File: config.mk
export PLATFORM = sky130hd
export DESIGN_NAME = data_router_seq_flat
export DESIGN_NICKNAME = d
export VERILOG_FILES = /design/src/rtl/data_router_seq_if.sv /design/src/rtl/data_router_seq.sv /design/src/flat_wrapper.sv
export SDC_FILE = /design/constraint.sdc
export NUM_CORES = 1
export LEC_CHECK = 0
export CAP_MARGIN = 40
export CORE_AREA = 2 2 79 118
export DETAILED_ROUTE_END_ITERATION = 16
export DIE_AREA = 0 0 81 120
export HOLD_SLACK_MARGIN = 0.05
export PLACE_DENSITY_LB_ADDON = 0.08
export SLEW_MARGIN = 20
export SYNTH_ARGS = -nofsm -noshare
export SYNTH_HDL_FRONTEND = slang
export SYNTH_SLANG_ARGS = --single-unit
File: constraint.sdc
create_clock -name clk -period 3.8 [get_ports clk]
set_clock_uncertainty 0.05 [all_clocks]
set_input_delay 0.57 -clock clk [delete_from_list [all_inputs] [get_ports clk]]
set_output_delay 0.57 -clock clk [all_outputs]
set_load 0.01 [all_outputs]
File: src/rtl/data_router_seq_if.sv
// Bundle between the layer-controller side and the data_router sequencer.
// Strobes start, dw_comp, buf_ack and blkend are single-cycle pulses with no
// back-pressure. buf_rdy and dwpe_ena are levels, sampled on every rising
// clk edge, so the sequencer waits on them rather than handshaking.
interface data_router_seq_if;
    logic        start;
    logic        abort;
    logic [7:0]  cfg_bank;
    logic [7:0]  cfg_groups;
    logic [7:0]  cfg_chunks;
    logic        buf_rdy;
    logic        buf_ack;
    logic        dwpe_ena;
    logic        dw_comp;
    logic [7:0]  bank;
    logic [7:0]  row;
    logic [27:0] col;
    logic [1:0]  rpsel;
    logic        blkend;
    logic        busy;
    logic [2:0]  dbg_state;

    modport master (
        output start, abort, cfg_bank, cfg_groups, cfg_chunks, buf_rdy, dwpe_ena,
        input  buf_ack, dw_comp, bank, row, col, rpsel, blkend, busy, dbg_state
    );

    modport slave (
        input  start, abort, cfg_bank, cfg_groups, cfg_chunks, buf_rdy, dwpe_ena,
        output buf_ack, dw_comp, bank, row, col, rpsel, blkend, busy, dbg_state
    );
endinterface

File: src/rtl/data_router_seq.sv
// Walks one feature-map block through data_router: row groups, kernel rows,
// column chunks. Every output is a flop; strobes and busy are decoded from
// the next state so they line up with the state they describe.
module data_router_seq #(
    parameter int POY    = 3,
    parameter int POX    = 16,
    parameter int KSIZE  = 4,
    parameter int STRIDE = 1
) (
    input logic              clk,
    input logic              rst,
    data_router_seq_if.slave io
);
    typedef enum logic [2:0] {
        S_IDLE     = 3'd0,
        S_LOAD     = 3'd1,
        S_WAIT_BUF = 3'd2,
        S_ISSUE    = 3'd3,
        S_WAIT_HI  = 3'd4,
        S_WAIT_LO  = 3'd5,
        S_STEP     = 3'd6,
        S_END      = 3'd7
    } state_t;

    localparam logic [1:0]  KY_LAST  = 2'(KSIZE - 1);
    localparam logic [7:0]  ROW_STEP = 8'(POY * STRIDE);
    localparam logic [27:0] COL_STEP = 28'(POX * STRIDE);

    state_t      state_q, state_d;
    logic [7:0]  bank_q, groups_q, chunks_q;
    logic [7:0]  gy_q, gy_d, cx_q, cx_d;
    logic [1:0]  ky_q, ky_d;
    logic        last_cx, last_ky, last_gy, empty_cfg;
    logic        dw_comp_q, buf_ack_q, blkend_q, busy_q;
    logic        dw_comp_d, buf_ack_d, blkend_d, busy_d, addr_ld;
    logic [7:0]  row_q, row_d;
    logic [27:0] col_q, col_d;
    logic [1:0]  rpsel_q;

    assign last_cx   = (cx_q == chunks_q - 8'd1);
    assign last_ky   = (ky_q == KY_LAST);
    assign last_gy   = (gy_q == groups_q - 8'd1);
    assign empty_cfg = (groups_q == 8'd0) || (chunks_q == 8'd0);

    // State register.
    always_ff @(posedge clk or posedge rst) begin
        if (rst) state_q <= S_IDLE;
        else     state_q <= state_d;
    end

    // Next state; abort beats every other transition out of a busy state.
    always_comb begin
        state_d = state_q;
        if (state_q != S_IDLE && io.abort) begin
            state_d = S_IDLE;
        end else begin
            case (state_q)
                S_IDLE:     if (io.start && !io.abort) state_d = S_LOAD;
                S_LOAD:     state_d = empty_cfg ? S_END : S_WAIT_BUF;
                S_WAIT_BUF: if (io.buf_rdy) state_d = S_ISSUE;
                S_ISSUE:    state_d = S_WAIT_HI;
                S_WAIT_HI:  if (io.dwpe_ena) state_d = S_WAIT_LO;
                S_WAIT_LO:  if (!io.dwpe_ena) state_d = S_STEP;
                S_STEP: begin
                    if (last_cx && last_ky && last_gy) state_d = S_END;
                    else if (last_cx && last_ky)       state_d = S_WAIT_BUF;
                    else                               state_d = S_ISSUE;
                end
                S_END:      state_d = S_IDLE;
                default:    state_d = S_IDLE;
            endcase
        end
    end

    // Registered outputs, decoded from the state being entered.
    always_comb begin
        dw_comp_d = (state_d == S_ISSUE);
        buf_ack_d = (state_d == S_STEP) && last_cx && last_ky;
        blkend_d  = (state_d == S_END);
        busy_d    = (state_d != S_IDLE);
        addr_ld   = (state_d == S_ISSUE);
        row_d     = gy_d * ROW_STEP + {6'd0, ky_d};
        col_d     = {20'd0, cx_d} * COL_STEP;
    end

    // Loop counters: cleared in LOAD, advanced cx -> ky -> gy in STEP.
    always_comb begin
        gy_d = gy_q;
        ky_d = ky_q;
        cx_d = cx_q;
        if (state_q == S_LOAD) begin
            gy_d = 8'd0;
            ky_d = 2'd0;
            cx_d = 8'd0;
        end else if (state_q == S_STEP) begin
            if (!last_cx) begin
                cx_d = cx_q + 8'd1;
            end else begin
                cx_d = 8'd0;
                if (!last_ky) begin
                    ky_d = ky_q + 2'd1;
                end else begin
                    ky_d = 2'd0;
                    gy_d = gy_q + 8'd1;
                end
            end
        end
    end

    // Counter and configuration registers; config is captured only on an accepted start.
    always_ff @(posedge clk or posedge rst) begin
        if (rst) begin
            gy_q     <= 8'd0;
            ky_q     <= 2'd0;
            cx_q     <= 8'd0;
            bank_q   <= 8'd0;
            groups_q <= 8'd0;
            chunks_q <= 8'd0;
        end else begin
            gy_q <= gy_d;
            ky_q <= ky_d;
            cx_q <= cx_d;
            if (state_q == S_IDLE && state_d == S_LOAD) begin
                bank_q   <= io.cfg_bank;
                groups_q <= io.cfg_groups;
                chunks_q <= io.cfg_chunks;
            end
        end
    end

    // Output flops; addresses load only when entering ISSUE, so they hold
    // through a line-buffer wait between groups.
    always_ff @(posedge clk or posedge rst) begin
        if (rst) begin
            dw_comp_q <= 1'b0;
            buf_ack_q <= 1'b0;
            blkend_q  <= 1'b0;
            busy_q    <= 1'b0;
            row_q     <= 8'd0;
            col_q     <= 28'd0;
            rpsel_q   <= 2'd0;
        end else begin
            dw_comp_q <= dw_comp_d;
            buf_ack_q <= buf_ack_d;
            blkend_q  <= blkend_d;
            busy_q    <= busy_d;
            if (addr_ld) begin
                row_q   <= row_d;
                col_q   <= col_d;
                rpsel_q <= ky_d;
            end
        end
    end

    assign io.dw_comp   = dw_comp_q;
    assign io.buf_ack   = buf_ack_q;
    assign io.blkend    = blkend_q;
    assign io.busy      = busy_q;
    assign io.bank      = bank_q;
    assign io.row       = row_q;
    assign io.col       = col_q;
    assign io.rpsel     = rpsel_q;
    assign io.dbg_state = state_q;
endmodule

File: src/flat_wrapper.sv
// flat-port wrapper written by rule: the top's interface ports become plain ports
module data_router_seq_flat 
#(
    parameter int POY    = 3,
    parameter int POX    = 16,
    parameter int KSIZE  = 4,
    parameter int STRIDE = 1
)
  (clk, rst, io_start, io_abort, io_cfg_bank, io_cfg_groups, io_cfg_chunks, io_buf_rdy, io_dwpe_ena, io_buf_ack, io_dw_comp, io_bank, io_row, io_col, io_rpsel, io_blkend, io_busy, io_dbg_state);
  data_router_seq_if io_i ();
  input logic clk;
  input logic rst;
  input wire logic [$bits(io_i.start)-1:0] io_start;
  input wire logic [$bits(io_i.abort)-1:0] io_abort;
  input wire logic [$bits(io_i.cfg_bank)-1:0] io_cfg_bank;
  input wire logic [$bits(io_i.cfg_groups)-1:0] io_cfg_groups;
  input wire logic [$bits(io_i.cfg_chunks)-1:0] io_cfg_chunks;
  input wire logic [$bits(io_i.buf_rdy)-1:0] io_buf_rdy;
  input wire logic [$bits(io_i.dwpe_ena)-1:0] io_dwpe_ena;
  output wire logic [$bits(io_i.buf_ack)-1:0] io_buf_ack;
  output wire logic [$bits(io_i.dw_comp)-1:0] io_dw_comp;
  output wire logic [$bits(io_i.bank)-1:0] io_bank;
  output wire logic [$bits(io_i.row)-1:0] io_row;
  output wire logic [$bits(io_i.col)-1:0] io_col;
  output wire logic [$bits(io_i.rpsel)-1:0] io_rpsel;
  output wire logic [$bits(io_i.blkend)-1:0] io_blkend;
  output wire logic [$bits(io_i.busy)-1:0] io_busy;
  output wire logic [$bits(io_i.dbg_state)-1:0] io_dbg_state;
  assign io_i.start = io_start;
  assign io_i.abort = io_abort;
  assign io_i.cfg_bank = io_cfg_bank;
  assign io_i.cfg_groups = io_cfg_groups;
  assign io_i.cfg_chunks = io_cfg_chunks;
  assign io_i.buf_rdy = io_buf_rdy;
  assign io_i.dwpe_ena = io_dwpe_ena;
  assign io_buf_ack = io_i.buf_ack;
  assign io_dw_comp = io_i.dw_comp;
  assign io_bank = io_i.bank;
  assign io_row = io_i.row;
  assign io_col = io_i.col;
  assign io_rpsel = io_i.rpsel;
  assign io_blkend = io_i.blkend;
  assign io_busy = io_i.busy;
  assign io_dbg_state = io_i.dbg_state;
  data_router_seq #(.POY(POY), .POX(POX), .KSIZE(KSIZE), .STRIDE(STRIDE)) u_core (.clk(clk), .rst(rst), .io(io_i));
endmodule
==> flow_summary.html <==
<table>
<tr><th>Metric</th><th>Value</th></tr>
<tr><th colspan="2">Logic synthesis</th></tr>
<tr><td>Number of distinct library cells after synthesis</td><td>52</td></tr>
<tr><td>Syn avg cell area</td><td>10.50 um2</td></tr>
<tr><td>Post-synthesis instance area</td><td>3990 um2</td></tr>
<tr><td>Fraction of registers with async set/reset</td><td>100.0%</td></tr>
<tr><td>Dominant register cell in the synthesized netlist</td><td>sky130_fd_sc_hd__dfrtp_1</td></tr>
<tr><td>Flops &amp; latches, synth</td><td>67</td></tr>
<tr><td>Fraction of the mapped netlist area in compound gates</td><td>9.815%</td></tr>
<tr><td>Post-Syn Instances</td><td>380</td></tr>
<tr><td>Warnings, synthesis</td><td>0</td></tr>
<tr><td>Post-synthesis simple-gate area fraction</td><td>14.77%</td></tr>
<tr><td>Area share of fa/ha/maj cells after synthesis</td><td>6.460%</td></tr>
<tr><td>Multiplexer share of the synthesized area</td><td>11.51%</td></tr>
<tr><td>Share of the synthesized netlist area taken by xor and xnor gates</td><td>8.341%</td></tr>
<tr><td>Largest family of logic cells by synthesized area</td><td>simple AND/OR/NAND/NOR gates</td></tr>
<tr><td>Post-synth EDFFs</td><td>0</td></tr>
<tr><td>Register area share after synthesis</td><td>42.02%</td></tr>
<tr><th colspan="2">Timing</th></tr>
<tr><td>Final Max Tran Viols</td><td>0</td></tr>
<tr><td>Fraction of the cycle the final worst path needs</td><td>107.0%</td></tr>
<tr><td>Highest Clock Rate</td><td>245.9 MHz</td></tr>
<tr><td>Final worst-path setup slack</td><td>-0.2668 ns</td></tr>
<tr><td>Shortest clock period the worst path allows after layout</td><td>4.067 ns</td></tr>
<tr><td>Setup repair after global routing missed its margin</td><td>yes</td></tr>
<tr><td>Number of hold violations in the final report</td><td>0</td></tr>
<tr><td>Number of failing setup endpoints in the final timing report</td><td>2</td></tr>
<tr><th colspan="2">Critical path</th></tr>
<tr><td>CP max FO</td><td>6</td></tr>
<tr><td>CP max stage delay</td><td>0.39 ns</td></tr>
<tr><td>Count of cells along the worst register-to-register path</td><td>21</td></tr>
<tr><td>End of the worst register-to-register path</td><td>u_core.io.row[7]$_DFFE_PP0P_</td></tr>
<tr><td>Crit Reg-Reg Startpoint</td><td>u_core.chunks_q[0]$_DFFE_PP0P_</td></tr>
<tr><td>Critical path startpoint</td><td>u_core.chunks_q[0]$_DFFE_PP0P_</td></tr>
<tr><td>CP Capture Point</td><td>u_core.io.row[7]$_DFFE_PP0P_</td></tr>
<tr><td>Slowest-stage cell, CP</td><td>sky130_fd_sc_hd__or3_4</td></tr>
<tr><td>Classification of the worst setup path</td><td>flip-flop to flip-flop</td></tr>
<tr><td>Register-to-register setup slack</td><td>-0.27 ns</td></tr>
<tr><td>Type of element launching the critical path</td><td>flip-flop</td></tr>
<tr><td>Cell-by-cell listing of the critical path</td><td>inv_2 -&gt; ha_4 -&gt; nor2b_2 -&gt; or3_4 -&gt; a31oi_4 -&gt; and3_4 -&gt; nand3_2 -&gt; or3_4 -&gt; a21oi_4 -&gt; ha_2 -&gt; ha_4 -&gt; inv_2 -&gt; fa_2 -&gt; inv_2 -&gt; a21oi_2 -&gt; o21bai_1 -&gt; a21o_1 -&gt; a21o_1 -&gt; xnor2_2 -&gt; o21a_1 -&gt; o31a_1</td></tr>
<tr><td>CP Data Arrival Time</td><td>4.23 ns</td></tr>
<tr><td>Top cell by count, worst path</td><td>sky130_fd_sc_hd__inv_2</td></tr>
<tr><td>Critical path data required time</td><td>3.97 ns</td></tr>
<tr><td>Critical path endpoint category</td><td>flip-flop</td></tr>
<tr><th colspan="2">Placed design</th></tr>
<tr><td>IO Port Bufs</td><td>62</td></tr>
<tr><td>Dpl hpwl</td><td>6607 um</td></tr>
<tr><td>Post-Place Cells</td><td>582</td></tr>
<tr><td>Setup slack after placement</td><td>-0.2696 ns</td></tr>
<tr><td>Placer congestion estimate</td><td>0.8512</td></tr>
<tr><th colspan="2">Job</th></tr>
<tr><td>Max capacitance violation total</td><td>0</td></tr>
<tr><th colspan="2">CTS</th></tr>
<tr><td>Clock slew seen by the registers of the worst setup and hold paths</td><td>0.05 ns</td></tr>
<tr><td>Number of H-tree levels</td><td>3</td></tr>
<tr><td>Clock latency on the worst-skew pair</td><td>0.33 ns</td></tr>
<tr><td>TritonCTS clock tree</td><td>done</td></tr>
<tr><td>Num CTS Buffers</td><td>9</td></tr>
<tr><td>Largest buffer count on any clock path</td><td>2</td></tr>
<tr><td>Count of hold-fix buffers inserted at cts</td><td>0</td></tr>
<tr><td>Clock sink count</td><td>67</td></tr>
<tr><td>Clock tree root driver cell</td><td>sky130_fd_sc_hd__clkbuf_16</td></tr>
<tr><th colspan="2">Routing</th></tr>
<tr><td>Iteration count of the initial detailed-routing pass</td><td>4</td></tr>
<tr><td>Wire per inst</td><td>14.49 um</td></tr>
<tr><td>Number of DRC violations after detailed-routing iteration 0</td><td>138</td></tr>
<tr><td>Antenna Nets Post-Route</td><td>0</td></tr>
<tr><td>Number of design rule violations left after detail routing</td><td>0</td></tr>
<tr><td>Via count of the routed design</td><td>3078</td></tr>
<tr><td>Via/cell ratio</td><td>5.096</td></tr>
<tr><td>Final wirelength</td><td>8749 um</td></tr>
<tr><th colspan="2">Final layout</th></tr>
<tr><td>Share of cells above drive strength 1</td><td>27.94%</td></tr>
<tr><td>Growth of design area from synthesis to finish</td><td>36.28%</td></tr>
<tr><td>Filler instances</td><td>773</td></tr>
<tr><td>Area of combinational cells with multiple inputs</td><td>2247 um2</td></tr>
<tr><td>Share of the core filled with cells in the final layout</td><td>62.34%</td></tr>
<tr><td>Antenna Cells</td><td>0</td></tr>
<tr><td>Number of nets in the final layout</td><td>540</td></tr>
<tr><td>Most common cell after layout, fill and taps aside</td><td>sky130_fd_sc_hd__dfrtp_1</td></tr>
<tr><td>Storage cell area</td><td>1677 um2</td></tr>
<tr><td>Most frequent cells in the layout</td><td>sky130_fd_sc_hd__dfrtp_1, sky130_fd_sc_hd__clkdlybuf4s50_1, sky130_fd_sc_hd__buf_4</td></tr>
<tr><td>Number of cells in the finished layout apart from fillers</td><td>604</td></tr>
<tr><th colspan="2">GRT</th></tr>
<tr><td>Total Routing Usage GR</td><td>19.69%</td></tr>
<tr><td>Via count of the first global-routing pass</td><td>3249</td></tr>
<tr><td>Grt total ovfl</td><td>0</td></tr>
<tr><td>Global-route wire length before repair</td><td>14640 um</td></tr>
<tr><td>Initial antenna violation count</td><td>0</td></tr>
<tr><td>Largest net degree at the start of global routing</td><td>30</td></tr>
<tr><th colspan="2">Floorplan</th></tr>
<tr><td>Die Width</td><td>81 um</td></tr>
<tr><td>Boundary Pins</td><td>83</td></tr>
<tr><td>Core area</td><td>8723 um2</td></tr>
<tr><td>Placement row count</td><td>42</td></tr>
<tr><td>Die height</td><td>120 um</td></tr>
<tr><td>Starting density of the core</td><td>45.74%</td></tr>
<tr><td>Die Area</td><td>9720 um2</td></tr>
<tr><th colspan="2">Run status</th></tr>
<tr><td>Failing checks</td><td>setup timing</td></tr>
<tr><td>Run status</td><td>finished, violations left</td></tr>
<tr><th colspan="2">Power and ir drop</th></tr>
<tr><td>Worst supply voltage drop on vdd</td><td>0.3409 mV</td></tr>
<tr><td>Leakage Power</td><td>2.460 nW</td></tr>
<tr><td>Power per Cell Area</td><td>549.2 nW/um2</td></tr>
<tr><th colspan="2">Worst hold path</th></tr>
<tr><td>Path type of the worst min-delay path</td><td>flip-flop to flip-flop</td></tr>
</table>
-- metrics by stage --
stage / cell area, um2 / TNS (ns) / hold slack (ns) / total power [mW]
5_1_grt: 5438 / -0.9949 / 0.4738 / 3.168
3_5_place_dp: 4981 / -0.3234 / 0.4235 / 2.113
6_report: 5438 / -0.3228 / 0.4333 / 2.986
3_3_place_gp: 4961 / -0.1532 / 0.4112 / 2.094
4_1_cts: 5365 / -0.2859 / 0.4358 / 2.961
2_1_floorplan: 4094 / -0.1343 / 0.4631 / 1.691
-- where the power goes --
part | switching [mW] | internal, mW | leakage (nW)
Clock | 0.315 | 0.504 | 0.134
Sequential | 0.141 | 0.869 | 0.877
Combinational | 0.509 | 0.647 | 1.45
Total | 0.966 | 2.02 | 2.46
-- layer usage --
| metal | share of wire [%] | GRT usage, % | vias up |
|---|---|---|---|
| met3 | 2.5 | 3.383 | 11 |
| met4 | 2.0 | 7.733 | 0 |
| met2 | 57 | 36.93 | 50 |
| met5 | 0 | 0 | - |
| met1 | 39 | 21.12 | 1501 |
| li1 | - | - | 1516 |
-- sequential cells by signal (all words and copies together) (netlist names) --
| register | flops |
|---|---|
| u_core.groups_q | 8 |
| u_core.io.blkend | 1 |
| u_core.io.bank | 8 |
| u_core.io.row | 8 |
| u_core.io.busy | 1 |
| u_core.cx_q | 8 |
| u_core.io.dw_comp | 1 |
| u_core.io.rpsel | 2 |
| u_core.gy_q | 8 |
| u_core.io.dbg_state | 3 |
| u_core.io.buf_ack | 1 |
| u_core.io.col | 8 |
| u_core.chunks_q | 8 |
| u_core.ky_q | 2 |
-- worst min path at each step --
stage / start / to / slack, ns / cells after the start
after CTS: rst / u_core.io.dw_comp$_DFF_PP0_ / 0.44 / 2
after global placement: u_core.io.row[5]$_DFFE_PP0P_ / u_core.io.row[5]$_DFFE_PP0P_ / 0.41 / 2
final: u_core.io.row[6]$_DFFE_PP0P_ / u_core.io.row[6]$_DFFE_PP0P_ / 0.43 / 2
after global routing: rst / u_core.io.dw_comp$_DFF_PP0_ / 0.47 / 2
after floorplan: u_core.io.row[2]$_DFFE_PP0P_ / u_core.io.row[2]$_DFFE_PP0P_ / 0.46 / 2
after detailed placement: u_core.io.row[5]$_DFFE_PP0P_ / u_core.io.row[5]$_DFFE_PP0P_ / 0.42 / 2
-- worst max-delay path, delay by kind of cell, from the launching register on --
| family | cells | cell delay (ns) |
|---|---|---|
| compound gates | 8 | 1.23 |
| flops | 1 | 0.38 |
| fa+ha+maj | 4 | 0.92 |
| buf+inv | 3 | 0.18 |
| xor+xnor | 1 | 0.08 |
| simple gates | 5 | 1.11 |
-- cell usage after synthesis, types with 2 or more instances --
library cell	n	area (um2)
sky130_fd_sc_hd__a211oi_1	3	22.52
sky130_fd_sc_hd__a21o_1	4	30.03
sky130_fd_sc_hd__a21oi_1	13	65.06
sky130_fd_sc_hd__a31oi_1	4	25.02
sky130_fd_sc_hd__and2_1	6	37.54
sky130_fd_sc_hd__and3_1	4	25.02
sky130_fd_sc_hd__and4_1	3	26.28
sky130_fd_sc_hd__buf_4	20	150.1
sky130_fd_sc_hd__buf_6	3	33.78
sky130_fd_sc_hd__clkbuf_1	8	30.03
sky130_fd_sc_hd__dfrtp_1	67	1677
sky130_fd_sc_hd__ha_1	19	237.7
sky130_fd_sc_hd__inv_1	15	56.30
sky130_fd_sc_hd__mux2_2	27	304.0
sky130_fd_sc_hd__mux2_4	9	135.1
sky130_fd_sc_hd__mux2i_1	2	20.02
sky130_fd_sc_hd__nand2_1	25	93.84
sky130_fd_sc_hd__nand2b_1	3	18.77
sky130_fd_sc_hd__nand3_1	6	30.03
sky130_fd_sc_hd__nand3b_1	2	15.01
sky130_fd_sc_hd__nand4_1	7	43.79
sky130_fd_sc_hd__nor2_1	29	108.9
sky130_fd_sc_hd__nor2b_1	3	18.77
sky130_fd_sc_hd__nor3_1	10	50.05
sky130_fd_sc_hd__nor3b_1	2	15.01
sky130_fd_sc_hd__nor4_1	2	12.51
sky130_fd_sc_hd__nor4b_1	2	17.52
sky130_fd_sc_hd__o21a_1	3	22.52
sky130_fd_sc_hd__o21ai_0	13	65.06
sky130_fd_sc_hd__o21bai_1	3	22.52
sky130_fd_sc_hd__o31a_1	2	17.52
sky130_fd_sc_hd__or3_1	5	31.28
sky130_fd_sc_hd__xnor2_1	24	210.2
sky130_fd_sc_hd__xor2_1	14	122.6
-- what timing repair did --
action,in CTS,in global routing
pin swaps,18,7
endpoints found under the setup margin,2,4
buffers inserted,8,1
resized for setup,10,18
-- cells by family (layout without fill, tap and decap cells) --
group,Yosys count,after routing
simple gates,113,113
flops,67,67
compound gates,55,55
buf+inv,48,143
xor+xnor,38,38
mux,38,38
fa+ha+maj,20,20
other cells,1,20
-- layout make-up --
type,instances,share of cell area [%]
Clock buffer,9,4.142
Multi-Input combinational cell,284,41.33
Clock inverter,6,1.220
Tap cell,110,2.531
Inverter,16,1.104
Timing Repair Buffer,112,18.84
Sequential cell,67,30.83
No activity file was read; power rests on OpenSTA's default activity.
